### src/rtl/uart_tx_if.sv
// Write-side handshake between a byte producer and the UART transmitter.
// The producer drives tx_start/tx_data; the transmitter reports ready, busy and done.
interface uart_tx_if #(
    parameter int DATA_BITS = 8
);
    logic                 tx_start;
    logic [DATA_BITS-1:0] tx_data;
    logic                 tx_ready;
    logic                 busy;
    logic                 tx_done;

    modport master (
        output tx_start, tx_data,
        input  tx_ready, busy, tx_done
    );

    modport slave (
        input  tx_start, tx_data,
        output tx_ready, busy, tx_done
    );
endinterface

### src/rtl/uart_tx.sv
// UART transmitter: start bit, DATA_BITS data bits LSB first, parity, stop bit,
// paced by an external baud enable, with a one-entry holding buffer for back-to-back frames.
module uart_tx #(
    parameter int DATA_BITS  = 8,
    parameter bit PARITY_ODD = 1'b0
) (
    input  logic       clk,
    input  logic       rst,
    input  logic       baud_tx,
    uart_tx_if.slave   bus,
    output logic       tx
);
    localparam int CNT_W = $clog2(DATA_BITS);

    typedef enum logic [2:0] {
        IDLE,
        START,
        DATA,
        PARITY,
        STOP
    } state_t;

    state_t               state;
    logic [DATA_BITS-1:0] buf_data;
    logic [DATA_BITS-1:0] shifter;
    logic [CNT_W-1:0]     count;
    logic                 buf_valid;
    logic                 parity;
    logic                 tx_ready_q;
    logic                 tx_done_q;
    logic                 accept;
    logic                 load;

    // A load can only happen while buf_valid is set, i.e. while tx_ready is low,
    // so accept and load are mutually exclusive on any edge.
    assign accept = bus.tx_start && tx_ready_q;
    assign load   = baud_tx && buf_valid && (state == IDLE || state == STOP);

    assign bus.tx_ready = tx_ready_q;
    assign bus.tx_done  = tx_done_q;
    assign bus.busy     = (state != IDLE) || buf_valid;

    always_ff @(posedge clk or posedge rst) begin
        if (rst) begin
            state      <= IDLE;
            tx         <= 1'b1;
            // NOTE: buffer and shifter are cleared too, so a restart after an aborted frame never replays stale data.
            buf_data   <= '0;
            shifter    <= '0;
            count      <= '0;
            buf_valid  <= 1'b0;
            parity     <= 1'b0;
            tx_ready_q <= 1'b1;
            tx_done_q  <= 1'b0;
        end else begin
            // NOTE: non-blocking throughout, so every decision below sees pre-edge values.
            tx_done_q <= 1'b0;

            if (accept) begin
                buf_data   <= bus.tx_data;
                buf_valid  <= 1'b1;
                tx_ready_q <= 1'b0;
            end else if (load) begin
                buf_valid  <= 1'b0;
                tx_ready_q <= 1'b1;
            end

            if (load) begin
                shifter <= buf_data;
                parity  <= (^buf_data) ^ PARITY_ODD;
            end

            if (baud_tx) begin
                case (state)
                    IDLE: begin
                        if (buf_valid) begin
                            state <= START;
                            tx    <= 1'b0;
                        end
                    end
                    START: begin
                        state <= DATA;
                        tx    <= shifter[0];
                        count <= '0;
                    end
                    DATA: begin
                        if (count == CNT_W'(DATA_BITS - 1)) begin
                            state <= PARITY;
                            tx    <= parity;
                        end else begin
                            tx    <= shifter[count + 1'b1];
                            count <= count + 1'b1;
                        end
                    end
                    PARITY: begin
                        state <= STOP;
                        tx    <= 1'b1;
                    end
                    STOP: begin
                        tx_done_q <= 1'b1;
                        // A pending byte starts immediately: no idle bit between frames.
                        if (buf_valid) begin
                            state <= START;
                            tx    <= 1'b0;
                        end else begin
                            state <= IDLE;
                            tx    <= 1'b1;
                        end
                    end
                    default: begin
                        state <= IDLE;
                        tx    <= 1'b1;
                    end
                endcase
            end
        end
    end
endmodule

### src/flat_wrapper.sv
// flat-port wrapper written by rule: the top's interface ports become plain ports
module uart_tx_flat 
#(
    parameter int DATA_BITS  = 8,
    parameter bit PARITY_ODD = 1'b0
)
  (clk, rst, baud_tx, tx, bus_tx_start, bus_tx_data, bus_tx_ready, bus_busy, bus_tx_done);
  uart_tx_if #(.DATA_BITS(DATA_BITS)) bus_i ();
  input  logic clk;
  input  logic rst;
  input  logic baud_tx;
  output logic tx;
  input wire logic [$bits(bus_i.tx_start)-1:0] bus_tx_start;
  input wire logic [$bits(bus_i.tx_data)-1:0] bus_tx_data;
  output wire logic [$bits(bus_i.tx_ready)-1:0] bus_tx_ready;
  output wire logic [$bits(bus_i.busy)-1:0] bus_busy;
  output wire logic [$bits(bus_i.tx_done)-1:0] bus_tx_done;
  assign bus_i.tx_start = bus_tx_start;
  assign bus_i.tx_data = bus_tx_data;
  assign bus_tx_ready = bus_i.tx_ready;
  assign bus_busy = bus_i.busy;
  assign bus_tx_done = bus_i.tx_done;
  uart_tx #(.DATA_BITS(DATA_BITS), .PARITY_ODD(PARITY_ODD)) u_core (.clk(clk), .rst(rst), .baud_tx(baud_tx), .bus(bus_i), .tx(tx));
endmodule
### config.mk
export PLATFORM = sky130hd
export DESIGN_NAME = uart_tx_flat
export DESIGN_NICKNAME = d
export VERILOG_FILES = /design/src/rtl/uart_tx_if.sv /design/src/rtl/uart_tx.sv /design/src/flat_wrapper.sv
export SDC_FILE = /design/constraint.sdc
export NUM_CORES = 1
export LEC_CHECK = 0
export CAP_MARGIN = 20
export CORE_UTILIZATION = 34
export DETAILED_ROUTE_END_ITERATION = 10
export PLACE_DENSITY = 0.51
export RECOVER_POWER = 50
export SETUP_SLACK_MARGIN = 0.05
export SYNTH_ARGS = -nofsm -noshare
export SYNTH_HDL_FRONTEND = slang
export SYNTH_SLANG_ARGS = --single-unit
export TNS_END_PERCENT = 10
### constraint.sdc
create_clock -name clk -period 2.1 [get_ports clk]
set_input_delay 0.315 -clock clk [delete_from_list [all_inputs] [get_ports clk]]
set_output_delay 0.315 -clock clk [all_outputs]
set_load 0.01 [all_outputs]
## After elaboration in Yosys (flattened, before gate mapping)

Cells that the tools add are included.

| word-level totals | value |
|---|---|
| word-level logic and storage cells | 50 |
| flip-flop bits (word level) | 27 |
| output and inout bits | 4 |

| operators by class | value |
|---|---|
| eq/ne operators | 8 |
| $lt $le $gt $ge | 1 |
| reduce and logical (&&, ||, !) cells | 13 |
| mux-type cells | 18 |
| add/subtract/negate cells | 1 |

Operators with widths:

| operator | count |
|---|---|
| 3-bit case mux with 5 select lines | 1 |
| 1-bit 2-to-1 mux | 11 |
| 3-bit 2-to-1 mux | 3 |
| 8-bit XOR reduction | 1 |
| 3-bit by 2-bit == test with 1-bit output, second input constant | 2 |
| 3-bit == test, second input constant | 2 |
| 3-bit case mux with 2 select lines | 1 |
| 3-bit AND reduction | 2 |
| 3-bit by 4-bit less-than comparator with 1-bit output, second input constant | 1 |
| 2-bit by 1-bit inequality test with 1-bit output, second input constant | 2 |
| 1-bit case mux with 4 select lines | 1 |
| 2-bit nonzero test | 2 |
| 3-bit by 1-bit adder with 3-bit output, second input constant | 1 |
| 1-bit binary-select mux with 3-bit select | 1 |
| 3-bit by 1-bit == test with 1-bit output, second input constant | 1 |
| 1-bit logical AND | 3 |
| 3-bit logical NOT | 1 |
| 3-bit nonzero test | 1 |
| 1-bit logical OR | 2 |
| 2-bit inequality test, second input constant | 1 |
| 2-bit AND reduction | 1 |

## Longest topological paths before layout

| logic depth | value |
|---|---|
| depth in word-level cells | 5 |
| gate-level depth with buffers | 6 |
| mapped depth without buffers | 6 |

## Least setup slack after synthesis

OpenSTA, ideal clock, no wires.

| timing path | value |
|---|---|
| kind | flip-flop to flip-flop |
| start | reg u_core.count[0] |
| end | reg u_core.count[1] |
| slack | 316 ps |
| buffers on the path | 0 |
| required time | 1978 ps |
| period minus slack after synthesis | 1784 ps |
| stages on the path, launching flop included | 6 |
| arrival time | 1663 ps |
| cells stage by stage | dfrtp_1 -> ha_1 -> ha_1 -> or3b_1 -> a211o_1 -> a32o_1 |

| between the ends | value |
|---|---|
| word-level cells in the longest chain between the ends | 3 |

Ends and longest elaborated chain:

| item | line | RTL |
|---|---|---|
| start, declared | uart_tx.sv:26 | `logic [CNT_W-1:0] count;` |
| start signal, assigned | uart_tx.sv:92 | `count <= count + 1'b1;` |
| 3-bit by 1-bit adder with 3-bit output / 3-bit == test (equally long branches) | uart_tx.sv:92, uart_tx.sv:87 |  |
| 3-bit 2-to-1 mux / 2-bit inequality test (equally long branches) | - |  |
| 3-bit case mux with 2 select lines / 3-bit AND reduction (equally long branches) | - |  |

Parallel ways exist; a longest one is shown, timed or not. The select of a mux whose other input is x is not followed.
A chain may end at the register's enable or synchronous reset.

## Final worst setup path

Ends and elaborated chain as after synthesis.

==> flow_summary_export.csv <==
group,metric,value,unit
power_and_ir_drop,p_comb_share,44.5,%
sta,fmax,530,MHz
synthesis,synth_top_cell_area_share,49.6,%
power_and_ir_drop,ir_worst_vdd,0.684,mV
final_layout,layout_commonest_cell,"dfrtp_1",
sta,max_slew.worst_pin.slew,1.47,ns
final_layout,final_cells,165,
place,dp.cells,161,
final_layout,diodes,0,
synthesis,synth_xor_area_share,4.86,%
floorplanning,fp.dieH,62.9,um
final_layout,fill_cells,346,
final_layout,drive_gt1_share,20.2,%
synthesis,ys_warn_count,0,
run_status,outcome,"complete, no violations",
route,drt-total-wl,2.19,mm
clock_tree,cts_hold_buf,0,
floorplanning,core_area,0.00344,mm^2
global_route,grt_first_pass_wirelength,3.98,mm
sta,relSlewSlack,2.04,%
synthesis,avgSynthCellArea,12.6,um^2
clock_tree,ctsResizeCount,0,
final_layout,final_nets,134,
sta,hold_viol_final,0,
worst_setup_path,path_max_fanout,6,
power_and_ir_drop,power_density,1550,mW/mm^2
route,via_count,822,
worst_setup_path,path_class,"flop to flop",
sta,min_period,1.89,ns
sta,slew_violations,0,
route,wl_per_cell,13.3,um
synthesis,ys_types,32,
worst_setup_path,critPathSlowestCell,"dfrtp_1",
synthesis,yosys.area_share.adder,1.98,%
worst_setup_path,critPathLaunchType,"flop",
floorplanning,die_w,62.9,um
global_route,grt_max_degree,28,
route,drt_iter0_markers,46,
sta,setup_viol,0,
synthesis,ys_top_cells_by_area,"dfrtp_1 (50%), mux2_2 (14%), xnor2_1 (4.9%), dfstp_2 (4.2%), mux2i_1 (2.4%)",
worst_setup_path,reg2reg_slack,0.21,ns
place,dp_hpwl,1.55,mm
place,gp_congestion,0.736,
final_layout,layout.area.seq,678,um^2
route,drtAntennaViolNets,0,
floorplanning,rows,21,
route,route.detailed.drc,0,
power_and_ir_drop,switching_power,0.000792,W
clock_tree,cts-root-buf,"clkbuf_8",
worst_setup_path,path_cells,"ha_1 > ha_1 > or3b_1 > a211o_1 > a32o_1",
clock_tree,clkLatencyLatePin,0.27,ns
sta,rsz0062_at_grt,"no",
clock_tree,clkSinkCount,27,
clock_tree,ctsLongestPathBuffers,2,
power_and_ir_drop,p_sw_share,33.8,%
sta,tns,0,ns
synthesis,synthCells,100,
clock_tree,cts_max_level,1,
synthesis,synth_seq_cells,27,
clock_tree,cts_tree,"done",
run,drv_cap,0,
worst_setup_path,required,2.26,ns
sta,fin_ws,0.212,ns
power_and_ir_drop,seq_power_share,43.2,%
synthesis,synth.largest_area_cell,"dfrtp_1",
clock_tree,cts_buffers,3,
global_route,grt.total_usage,12.9,%
place,io_buffers,15,
synthesis,yosys.area_share.simple,9.61,%
global_route,antenna_found_initial,0,
worst_setup_path,cp.arrival,2.05,ns
clock_tree,clkTransAtPathRegs,0.09,ns
synthesis,synthMuxAreaShare,18.4,%
final_layout,multi_input_area,546,um^2
power_and_ir_drop,leakage,0.628,nW
worst_setup_path,cp-end-kind,"flop",
synthesis,synth_seq_area_share,53.7,%
sta,post-route-period-util,89.9,%
power_and_ir_drop,clkPwrFrac,12.3,%
synthesis,synth_fp_nets,114,
global_route,first_global_vias,862,
synthesis,netlist_area,0.00126,mm^2
place,pre_cts_ws,0.227,ns
global_route,grt_overflow,0,
sta,fin_skew,0.00516,ns
synthesis,synth_compound_area_share,8.33,%
min_path,min_path_type,"flop to flop",
synthesis,synth_top_family_by_area,"multiplexers",
worst_setup_path,critical_path.most_common_cell,"ha_1",
clock_tree,cts_setup_buffers,0,
floorplanning,ios,16,
final_layout,layout_common_cells,"dfrtp_1 (25), mux2_2 (16), clkdlybuf4s50_1 (15)",
route,viasPerCell,4.98,
power_and_ir_drop,internal_power,0.00155,W
floorplanning,dieArea,0.00396,mm^2
final_layout,area_delta_synth_final,19.6,%
worst_setup_path,max_stage_delay,0.44,ns
route,firstDrtPassIters,4,
floorplanning,start_util,36.7,%
## state kept, by name (all words and copies together), names as in the netlist
name,flops
u_core.bus.tx_ready,1
u_core.buf_valid,1
u_core.count,3
u_core.buf_data,8
u_core.bus.tx_done,1
u_core.shifter,8
u_core.tx,1
u_core.parity,1
u_core.state,3
## per-layer routing
metal	track usage [%]	wire (um)
met5	0	0
met4	6.69	44
met3	2.19	61
met2	20.4	989
met1	16.9	1100
## area by class of cell
type	instances	area share, %
inverters	5	1.24
flip-flops and latches	27	44.9
multi-input cells	65	36.1
well taps	46	3.81
clock buffers	4	2.98
repair buffers	18	10.9
## path summary, 6_finish.rpt
path | start | end | cells after the start
setup / recovery | u_core.count[0]$_DFFE_PP0P_ | u_core.count[1]$_DFFE_PP0P_ | 5
hold / removal | u_core.shifter[4]$_DFFE_PP0P_ | u_core.shifter[4]$_DFFE_PP0P_ | 1
hold reg to reg | u_core.shifter[4]$_DFFE_PP0P_ | u_core.shifter[4]$_DFFE_PP0P_ | 1
min in group asynchronous | rst | u_core.shifter[6]$_DFFE_PP0P_ | 3
setup reg to reg | u_core.count[0]$_DFFE_PP0P_ | u_core.count[1]$_DFFE_PP0P_ | 5
max in group asynchronous | rst | u_core.shifter[1]$_DFFE_PP0P_ | 3
## metrics by stage
stage               utilization (%)  hold WS, ns  area (um^2)  power [W]
floorplan                         -        0.366         1260    0.00183
global placement               42.8        0.488         1470    0.00206
detailed placement             42.8        0.493         1470    0.00208
CTS                            44.1        0.401         1520    0.00238
global route                   43.9        0.528         1510    0.00255
finish                         43.9        0.513         1510    0.00234
## critical path: cells and delay by family, from the launching register on
| family | cells | cell delay [ns] |
|---|---|---|
| compound gates | 2 | 0.55 |
| flops | 1 | 0.44 |
| fa+ha+maj | 2 | 0.44 |
| simple gates | 1 | 0.35 |
## cell families (layout without fill, tap and decap cells)
group | count (synthesis) | count (layout)
compound gates | 15 | 15
xor+xnor | 7 | 7
fa+ha+maj | 2 | 2
buf+inv | 8 | 27
flops | 27 | 27
mux | 20 | 20
simple gates | 21 | 21
## Yosys cell counts, drive strengths merged
master,n
dfrtp,25
nand3b,1
o21a,1
or2b,1
o32ai,1
mux4,1
buf,2
o31ai,1
nand4,2
a21oi,3
nor2b,1
o21ai,4
nor4,1
and3,2
a32o,2
nand3,1
clkbuf,1
nand4b,1
ha,2
a41oi,1
a211o,1
inv,5
mux2i,3
a22o,1
mux2,16
nand2b,1
or3b,1
dfstp,2
xnor2,7
nand2,6
nor2,3
## power by group through the flow
stage                     sequential, W  combinational, W  clock [W]
after floorplan                0.000947          0.000881          0
after global placement          0.00102           0.00104          0
after detailed placement        0.00103           0.00105          0
after CTS                       0.00101           0.00106   0.000304
after global routing            0.00105           0.00116   0.000332
final                           0.00101           0.00104   0.000288
Power figures use the tool's default switching activity.
